File: config.mk
export PLATFORM = sky130hd
export DESIGN_NAME = presc_updown_counter
export DESIGN_NICKNAME = d
export VERILOG_FILES = /design/src/rtl/presc_updown_counter.sv
export SDC_FILE = /design/constraint.sdc
export NUM_CORES = 1
export LEC_CHECK = 0
export BUFFER_PORTS_ARGS = -buffer_cell sky130_fd_sc_hd__buf_2
export CORE_MARGIN = 4
export CORE_UTILIZATION = 53
export CTS_CLUSTER_SIZE = 12
export DETAILED_ROUTE_END_ITERATION = 12
export HOLD_SLACK_MARGIN = 0.1
export PLACE_DENSITY = 0.8
export SYNTH_ARGS = -nofsm -noshare
export SYNTH_HDL_FRONTEND = slang
export SYNTH_SLANG_ARGS = --single-unit
File: constraint.sdc
create_clock -name clk -period 3.1 [get_ports clk]
set_input_delay 0.31 -clock clk [delete_from_list [all_inputs] [get_ports clk]]
set_output_delay 0.31 -clock clk [all_outputs]
set_load 0.01 [all_outputs]
File: src/rtl/presc_updown_counter.sv
// Up/down counter with programmable prescaler, wrap limit, synchronous clear and load.
// Outputs cnt, tc and ovf are all registered; priority per edge is clr > load > en.
module presc_updown_counter #(
    parameter int unsigned WIDTH = 8,
    parameter int unsigned PW    = 4
) (
    input  logic             clk,
    input  logic             rst_n,
    input  logic             en,
    input  logic             clr,
    input  logic             load,
    input  logic [WIDTH-1:0] load_val,
    input  logic             dir,
    input  logic [WIDTH-1:0] max_val,
    input  logic [PW-1:0]    presc,
    output logic [WIDTH-1:0] cnt,
    output logic             tc,
    output logic             ovf
);

    logic [WIDTH-1:0] cnt_q, cnt_d;
    logic [PW-1:0]    pre_q, pre_d;
    logic             tc_q, tc_d;
    logic             ovf_q, ovf_d;

    always_comb begin
        cnt_d = cnt_q;
        pre_d = pre_q;
        tc_d  = 1'b0;
        ovf_d = ovf_q;
        if (clr) begin
            cnt_d = '0;
            pre_d = '0;
            ovf_d = 1'b0;
        end else if (load) begin
            cnt_d = load_val;
            pre_d = '0;
        end else if (en) begin
            // Equality compare: a phase beyond a newly lowered presc wraps through 2^PW-1.
            if (pre_q == presc) begin
                pre_d = '0;
                if (dir) begin
                    if (cnt_q >= max_val) begin
                        cnt_d = '0;
                        tc_d  = 1'b1;
                        ovf_d = 1'b1;
                    end else begin
                        cnt_d = cnt_q + WIDTH'(1);
                    end
                end else begin
                    if (cnt_q == '0) begin
                        cnt_d = max_val;
                        tc_d  = 1'b1;
                        ovf_d = 1'b1;
                    end else begin
                        cnt_d = cnt_q - WIDTH'(1);
                    end
                end
            end else begin
                pre_d = pre_q + PW'(1);
            end
        end
    end

    always_ff @(posedge clk or negedge rst_n) begin
        if (!rst_n) begin
            cnt_q <= '0;
            pre_q <= '0;
            tc_q  <= 1'b0;
            ovf_q <= 1'b0;
        end else begin
            cnt_q <= cnt_d;
            pre_q <= pre_d;
            tc_q  <= tc_d;
            ovf_q <= ovf_d;
        end
    end

    assign cnt = cnt_q;
    assign tc  = tc_q;
    assign ovf = ovf_q;

endmodule

==> results.toml, run 1 <==
[timing]
setup_tns_ns = 0
fmax_mhz = 415.0
grt_setup_unrepaired = "no"
setup_viol = 0
fin_ws_ns = 0.6902
clock_skew_ns = 0.007729
finalHoldViolCount = 0
drv_slew = 0
max-slew-margin-rel = 0.4566
period_share = 0.7773
worst-slew-pin-transition_ns = 0.8077
holdWs_ns = 0.2432
period_minus_slack_ns = 2.410

[routing]
routed_via_density = 6.165
vias = 1381
drc = 0
drt_iter0_markers = 44
antenna_left = 0
first_pass_iters = 4
wire_per_inst_um = 16.16
drt_wl_total_um = 3619

[worst_setup_path]
r2r_slack_ns = 0.69
worstSetupEndpoint = "cnt[0]"
crit_path_end_kind = "register"
crit_path_start_kind = "register"
r2r.worst_path.cells = 7
crit_path_start = "cnt[0]"
rr_startpoint = "cnt[0]"
timing.rr.end = "cnt[0]"
cp.arrival_ns = 2.58
cp_max_fo = 12
cp.required_ns = 3.27
critPathKind = "register to register"

[layout]
diodes = 0
layout_common_cells = "buf_2, dfrtp_1, inv_1, ha_1"
seqCellArea_um2 = 350.3
fillers = 230
multi_input_area_um2 = 932.1
syn2layout_area_growth_pct = 12.83
layout.nets = 234
final_common_cell = "buf_2"
final_util = 0.6336
drive_gt1_frac = 0.2526

[global_route]
grt_overflow = 0
antenna_found_initial = 0
grt_use_total = 0.2198
grt_max_degree = 15
first_global_vias = 1320
grt_pass1_wl_um = 5871

[power]
cellPowerDensity_nw_per_um2 = 308.5
p_sw_frac = 0.3530
power_leakage_nw = 0.7808
finalPower_mw = 0.4887
ir_drop_uv = 251.0
p_sw_mw = 0.1725
power_frac_seq = 0.440
p_int_mw = 0.3162
power_frac_clock = 0.216
p_comb_frac = 0.343

[clocking]
htreeDepth = 1
cts_num_sinks = 14
cts_tree = "yes"
cts_made_buffers = 3
cts_resized = 0
clk_path_buf_depth = 2
path_clk_slew_ns = 0.08
cts_setup_buffers = 0
insertion_delay_ns = 0.29
cts_root_buf = "clkbuf_4"

[yosys]
synth_flop_cell = "dfrtp_1"
syn_nets = 202
synth-edff-count = 0
yosys-top-cells-area = "dfrtp_1, ha_1, xor2_1"
syn_area_um2 = 1404
ys_ff_latch = 14
yosys.area.top_type_share = 0.2496
ys_warn_count = 0
syn_inst = 164
post_synth_num_cell_types = 52
syn_area_per_cell_um2 = 8.560
async_reset_ff_frac = 1.000
ys_seq_area_frac = 0.2496
synth.largest_area_cell = "dfrtp_1"

[placement]
place_hpwl_um = 2762
portBuffers = 35
post-place-ws_ns = 0.7197
place_congestion = 0.8663

[die]
num_rows = 18
die_h_um = 59.47
core-area_um2 = 2500
start_util = 0.5616
num_io_pins = 36
dieWidth_um = 59.47
design.die.area_um2 = 3536

[hold_path]
hp-class = "input pin to register"

[outcome]
status = "finished, final reports clean"

[job]
maxCapViolations = 0
power by group through the flow:
stage | clock network (mW) | registers [mW] | logic, mW
final | 0.106 | 0.215 | 0.168
after global routing | 0.115 | 0.217 | 0.186
after CTS | 0.108 | 0.215 | 0.167
after detailed placement | 0 | 0.218 | 0.164
after global placement | 0 | 0.216 | 0.160
after floorplan | 0 | 0.208 | 0.126
per-layer routing:
layer  track usage  up-vias  part of all wire
met5             0        -                 0
met1        0.2861      652              0.43
li1              -      666                 -
met3       0.05229       12             0.072
met2        0.3307       51              0.47
met4        0.1230        0             0.033
worst max-delay path, stage by stage, from the launching register on:
cell and delay (ns):
dfrtp_1 0.51, inv_1 0.20, ha_1 0.21, or2b_2 0.34, nor3_1 0.38, mux2i_1 0.24
o221ai_1 0.13, a32o_1 0.28
state kept, by name, summed over array words and instances (netlist names):
signal and cells:
ovf 1, pre_q 4, cnt 8, tc 1
worst min-delay path by stage:
| stage | cells past startpoint | from | slack, ns | end |
|---|---|---|---|---|
| after floorplan | 0 | rst_n | 0.01 | cnt[0] |
| after global placement | 1 | rst_n | 0.22 | cnt[3] |
| after detailed placement | 1 | rst_n | 0.23 | cnt[3] |
| after CTS | 3 | load_val[1] | 0.24 | cnt[1] |
| after global routing | 2 | load_val[0] | 0.27 | cnt[0] |
| final | 3 | load_val[1] | 0.24 | cnt[1] |
what timing repair did:
item	CTS	global route
endpoints found under the setup margin	0	0
endpoints found under the hold margin	14	0
hold buffers	1	0
through the flow:
stage	cell area (µm²)	std cells
after floorplan	1404	164
after global placement	1551	220
after detailed placement	1551	220
after CTS	1584	224
after global routing	1584	224
final	1584	224
cells by family (layout without fill, tap and decap cells):
family,count (synthesis),count (layout),synth area share
AO/OA/AOI/OAI,45,45,0.2282
XOR/XNOR,12,12,0.07487
adder cells (fa/ha/maj),12,12,0.1069
buffers and inverters,23,53,0.08644
flip-flops,14,14,0.2496
multiplexers,6,6,0.04456
AND/OR/NAND/NOR,52,52,0.2095
cell usage after synthesis, drive strengths merged (2+ instances only):
library cell	count
dfrtp	14
ha	12
inv	12
a21oi	10
nand2	10
o21ai	9
xor2	9
nor2	7
buf	6
nand2b	6
nand3	6
clkbuf	4
mux2i	4
or3	4
and3	3
nor3	3
nor4	3
o211ai	3
o31ai	3
or4	3
xnor2	3
a211oi	2
a31oi	2
mux2	2
o221a	2
o221ai	2
or3b	2
cell type report:
class / instances / share of cell area
timing repair buffer: 37 / 0.1216
tap: 30 / 0.02370
multi-input combinational: 127 / 0.5885
sequential: 14 / 0.2212
inverter: 13 / 0.03081
clock buffer: 3 / 0.01422
No activity file was read; power rests on OpenSTA's default activity.
==> run 2: changes to the inputs <==
- clock period: 3.1 -> 2.5 ns (I/O delays scaled with it)
==> run 2 against run 1 <==
  * Clock skew rose by 0.0097 ns
  * Critical path depth fell by 1
  * Largest cell class unchanged
  * Critical path type unchanged
  * Total power rose by 28%
  * Sequential power rose by 17%
==> results.toml, run 2 (same netlist as run 1, synthesis figures left out) <==
[routing]
wl_met2_um = 1917
wl_met1_um = 1406
drt_wl_total_um = 3877
wire_per_inst_um = 16.71
drc = 0
antenna_left = 0
first_pass_iters = 4
routed_via_density = 6.409
vias = 1487
wl_met3_um = 413
drt_iter0_markers = 99
top_layer = "met4"

[layout]
layout_common_cells = "buf_2, dfrtp_1, inv_1, ha_1"
diodes = 0
drive_gt1_frac = 0.2871
layout.cells.non_filler = 232
final_common_cell = "buf_2"
largest_reg_flops = 8
layout.nets = 242
syn2layout_area_growth_pct = 17.47
fin_area_um2 = 1649

[global_route]
grt_overflow = 0
first_global_vias = 1469
grt_max_degree = 15
antenna_found_initial = 0
grt_use_total = 0.2446
grt_pass1_wl_um = 6555

[job]
maxCapViolations = 0

[timing]
clock_skew_ns = 0.01747
worst-slew-pin-transition_ns = 0.6681
setup_viol = 0
grt_setup_unrepaired = "no"
setup_tns_ns = 0
fin_ws_ns = 0.1972
finalHoldViolCount = 0
max-slew-margin-rel = 0.5505
period_share = 0.9211
period_minus_slack_ns = 2.303
drv_slew = 0
fmax_mhz = 434.2

[worst_setup_path]
crit_path_start_kind = "register"
cp.arrival_ns = 2.51
critPathKind = "register to register"
crit_path_end_kind = "register"
cp_max_fo = 8
cp.required_ns = 2.71

[power]
ir_drop_uv = 487.8
power_frac_seq = 0.401
finalPower_mw = 0.6271
p_int_mw = 0.4035
p_comb_frac = 0.390
power_frac_clock = 0.209
p_sw_frac = 0.3565
cellPowerDensity_nw_per_um2 = 380.3
power_leakage_nw = 0.8241
p_sw_mw = 0.2235

[clocking]
cts_root_buf = "clkbuf_4"
cts_tree = "yes"
cts_made_buffers = 3
path_clk_slew_ns = 0.09
cts_setup_buffers = 0
cts_num_sinks = 14
htreeDepth = 1
clk_path_buf_depth = 2
insertion_delay_ns = 0.29

[die]
dieWidth_um = 59.47
core-area_um2 = 2500
start_util = 0.5616
num_rows = 18
design.die.area_um2 = 3536
die_h_um = 59.47
num_io_pins = 36

[placement]
place_congestion = 0.9495
portBuffers = 35
place_hpwl_um = 3052
post-place-ws_ns = 0.1349
dp.cells = 228
dpl_cell_area_um2 = 1612

[outcome]
status = "finished, final reports clean"

[hold_path]
hp-class = "input pin to register"
run 2: cell types whose count changed in the layout (fill, tap and decap cells not counted), sizes merged:
cell	previous run	this run
buf	36	44
run 2: path summary, 6_finish.rpt:
check                      cells after the start  slack [ns]        to         from
hold reg to reg                                1        0.49       ovf          ovf
setup / recovery                               6        0.20    cnt[3]       cnt[4]
hold / removal                                 3        0.19    cnt[1]  load_val[1]
min in group asynchronous                      2        0.37    cnt[4]        rst_n
setup reg to reg                               6        0.20    cnt[3]       cnt[4]
max in group asynchronous                      2        1.86  pre_q[1]        rst_n
run 2: worst max-delay path, stage by stage, from the launching register on:
cell     delay, ns
dfrtp_1       0.39
buf_4         0.17
or4_4         0.52
or3_1         0.50
a31o_1        0.24
o22a_1        0.18
a21oi_1       0.21
run 2: power by group through the flow:
stage / registers [mW] / clock network [mW] / logic [mW]
5_1_grt: 0.253 / 0.145 / 0.270
3_5_place_dp: 0.255 / 0 / 0.237
4_1_cts: 0.251 / 0.134 / 0.239
2_1_floorplan: 0.257 / 0 / 0.157
3_3_place_gp: 0.254 / 0 / 0.229
6_report: 0.251 / 0.131 / 0.244
run 2: area by class of cell:
cell class	count	area [µm²]
clock buffer	3	22.52
multi-input combinational	127	937.1
fill	223	850.8
timing repair buffer	45	252.7
sequential	14	350.3
inverter	13	48.80
tap	30	37.54
run 2: metal layers:
metal / vias up / track usage
met5: - / 0
met4: 0 / 0.1327
met3: 18 / 0.05664
met2: 97 / 0.3947
met1: 689 / 0.2981
li1: 683 / -
run 2: repair_timing:
action | 4_1_cts | 5_1_grt
hold buffers | 1 | 0
resized for setup | 0 | 1
endpoints found under the setup margin | 0 | 3
endpoints found under the hold margin | 14 | 0
run 2: through the flow:
stage	utilization	hold WS [ns]
global placement	0.6446	0.1664
finish	0.6597	0.1877
detailed placement	0.6446	0.1690
CTS	0.6577	0.1878
global route	0.6597	0.1801
floorplan	-	-0.04559
==> run 3: changes to the inputs <==
- ABC_AREA: unset -> 1
- CORE_UTILIZATION: 53 -> 54
- GPL_ROUTABILITY_DRIVEN: unset -> 0
==> run 3 against run 2 <==
  * Die area rose by 5.7%
  * Combinational power increased by 64%
  * Maximum frequency grew 19%
  * Via count up 7.1%
==> results.toml, run 3 <==
[placement]
place_hpwl_um = 3026
portBuffers = 35

[global_route]
grt_use_total = 0.2280
antenna_found_initial = 0
grt_pass1_wl_um = 6396
grt_overflow = 0
first_global_vias = 1439
grt_max_degree = 15

[yosys]
syn_nets = 273
syn_inst = 235
post-synth-top-count-cell = "nand2_1"
yosys-top-cells-area = "dfrtp_1, nand2_1, ha_1"
syn_area_per_cell_um2 = 6.490
ys_warn_count = 0
synth.largest_area_cell = "dfrtp_1"
async_reset_ff_frac = 1.000
synthTopCellsByCount = "nand2_1, nand3_1, nor2_1"
ys_ff_latch = 14
post_synth_num_cell_types = 29
syn_area_um2 = 1525
yosys.area.top_type_share = 0.2297
synth-edff-count = 0
synth_flop_cell = "dfrtp_1"
ys_seq_area_frac = 0.2297

[job]
maxCapViolations = 0

[power]
p_sw_mw = 0.3839
power_frac_clock = 0.199
power_frac_seq = 0.344
finalPower_mw = 0.8746
cellPowerDensity_nw_per_um2 = 497.9
ir_drop_uv = 507.0
power_leakage_nw = 0.9911
p_int_mw = 0.4907
p_comb_frac = 0.457
p_sw_frac = 0.4390

[die]
num_rows = 19
die_h_um = 61.15
dieWidth_um = 61.15
start_util = 0.5579
num_io_pins = 36
core-area_um2 = 2734
design.die.area_um2 = 3739

[timing]
grt_setup_unrepaired = "no"
fmax_mhz = 517.6
clock_skew_ns = 0.003687
setup_tns_ns = 0
period_minus_slack_ns = 1.932
period_share = 0.7728
worst-slew-pin-transition_ns = 0.5847
drv_slew = 0
max-slew-margin-rel = 0.6088
setup_viol = 0
finalHoldViolCount = 0

[worst_setup_path]
critPathKind = "register to register"
cp.required_ns = 2.73
cp.arrival_ns = 2.16
crit_path_start_kind = "register"
crit_path_end_kind = "register"
cp_max_fo = 10

[routing]
drt_wl_total_um = 3845
drt_iter0_markers = 144
drc = 0
routed_via_density = 5.272
wire_per_inst_um = 12.73
vias = 1592
first_pass_iters = 6
antenna_left = 0

[layout]
layout.nets = 310
syn2layout_area_growth_pct = 15.18
fillers = 265
diodes = 0
largest_reg_flops = 8
drive_gt1_frac = 0.2288
layout_common_cells = "nand2_1, buf_2, nand3_1"
final_common_cell = "nand2_1"

[clocking]
cts_root_buf = "clkbuf_4"
insertion_delay_ns = 0.30
path_clk_slew_ns = 0.09
clk_path_buf_depth = 2
cts_tree = "yes"
htreeDepth = 1
cts_made_buffers = 3
cts_resized = 0
cts_num_sinks = 14

[hold_path]
hp-class = "input pin to register"

[outcome]
status = "finished, final reports clean"
run 3: changes by cell type in the layout (fill, tap and decap cells not counted), moves of 6 or more:
cell,before,now
a21oi_1,10,22
buf_4,9,1
inv_1,12,23
inv_2,0,8
nand2_1,10,55
nand2b_1,6,0
nand3_1,6,30
nand4_1,0,6
nor2_1,7,24
o21ai_0,9,1
o21ai_1,0,6
run 3: through the flow:
step	std cells	utilization	hold slack, ns	cell area [µm²]	worst slack, ns
CTS	302	0.6426	0.1951	1757	0.5640
detailed placement	297	0.6256	0.1783	1710	0.5958
global route	302	0.6426	0.2108	1757	0.3592
global placement	297	0.6256	0.1661	1710	0.6320
floorplan	235	-	-0.04559	1525	0.8603
finish	302	0.6426	0.1876	1757	0.5680
run 3: layer usage:
metal	GRT usage	vias to the layer above	part of all wire
li1	-	831	-
met1	0.3084	714	0.45
met2	0.3746	41	0.49
met3	0.01887	6	0.050
met4	0.09288	0	0.016
met5	0	-	0
run 3: worst paths after layout:
check,startpoint,end,slack (ns),cells past startpoint
max,cnt[3],cnt[0],0.57,10
min,clr,ovf,0.19,2
max reg2reg,cnt[3],cnt[0],0.57,10
min reg2reg,ovf,ovf,0.52,2
max in group asynchronous,rst_n,pre_q[3],1.85,2
min in group asynchronous,rst_n,cnt[3],0.39,2
run 3: cell type report:
| cell class | instances | area [µm²] | share of cell area |
|---|---|---|---|
| clock buffers | 4 | 36.28 | 0.02066 |
| inverters | 33 | 125.1 | 0.07123 |
| multi-input cells | 183 | 1013 | 0.5769 |
| flip-flops and latches | 14 | 350.3 | 0.1994 |
| well taps | 31 | 38.79 | 0.02208 |
| repair buffers | 37 | 192.7 | 0.1097 |
run 3: power groups by stage:
stage               Combinational, mW  Clock [mW]  Sequential (mW)
global placement                0.392           0            0.302
finish                          0.400       0.174            0.301
CTS                             0.396       0.174            0.301
global route                    0.454       0.180            0.307
floorplan                       0.303           0            0.287
detailed placement              0.393           0            0.305
run 3: cell families (layout without fill, tap and decap cells):
group                    after synthesis  after routing  synth area share
AO/OA/AOI/OAI                         30             30            0.1001
XOR/XNOR                              10             10           0.05743
adder cells (fa/ha/maj)               12             12           0.09844
buffers and inverters                 38             74            0.1058
flip-flops                            14             14            0.2297
multiplexers                           1              1          0.006563
AND/OR/NAND/NOR                      130            130            0.4020
run 3: repair_timing:
item	in CTS	in global routing
endpoints found under the hold margin	14	0
hold buffers	1	0
setup buffers	0	0
endpoints found under the setup margin	0	0
run 3: worst max-delay path: stages (launching register included):
cell and delay (ns):
dfrtp_1 0.64, ha_1 0.33, nand2_1 0.10, nor2_1 0.05, nor2_1 0.08, nand2_1 0.06, nand2_1 0.18, nand3_1 0.14
nand2_1 0.09, nand2_1 0.05, a21oi_1 0.15
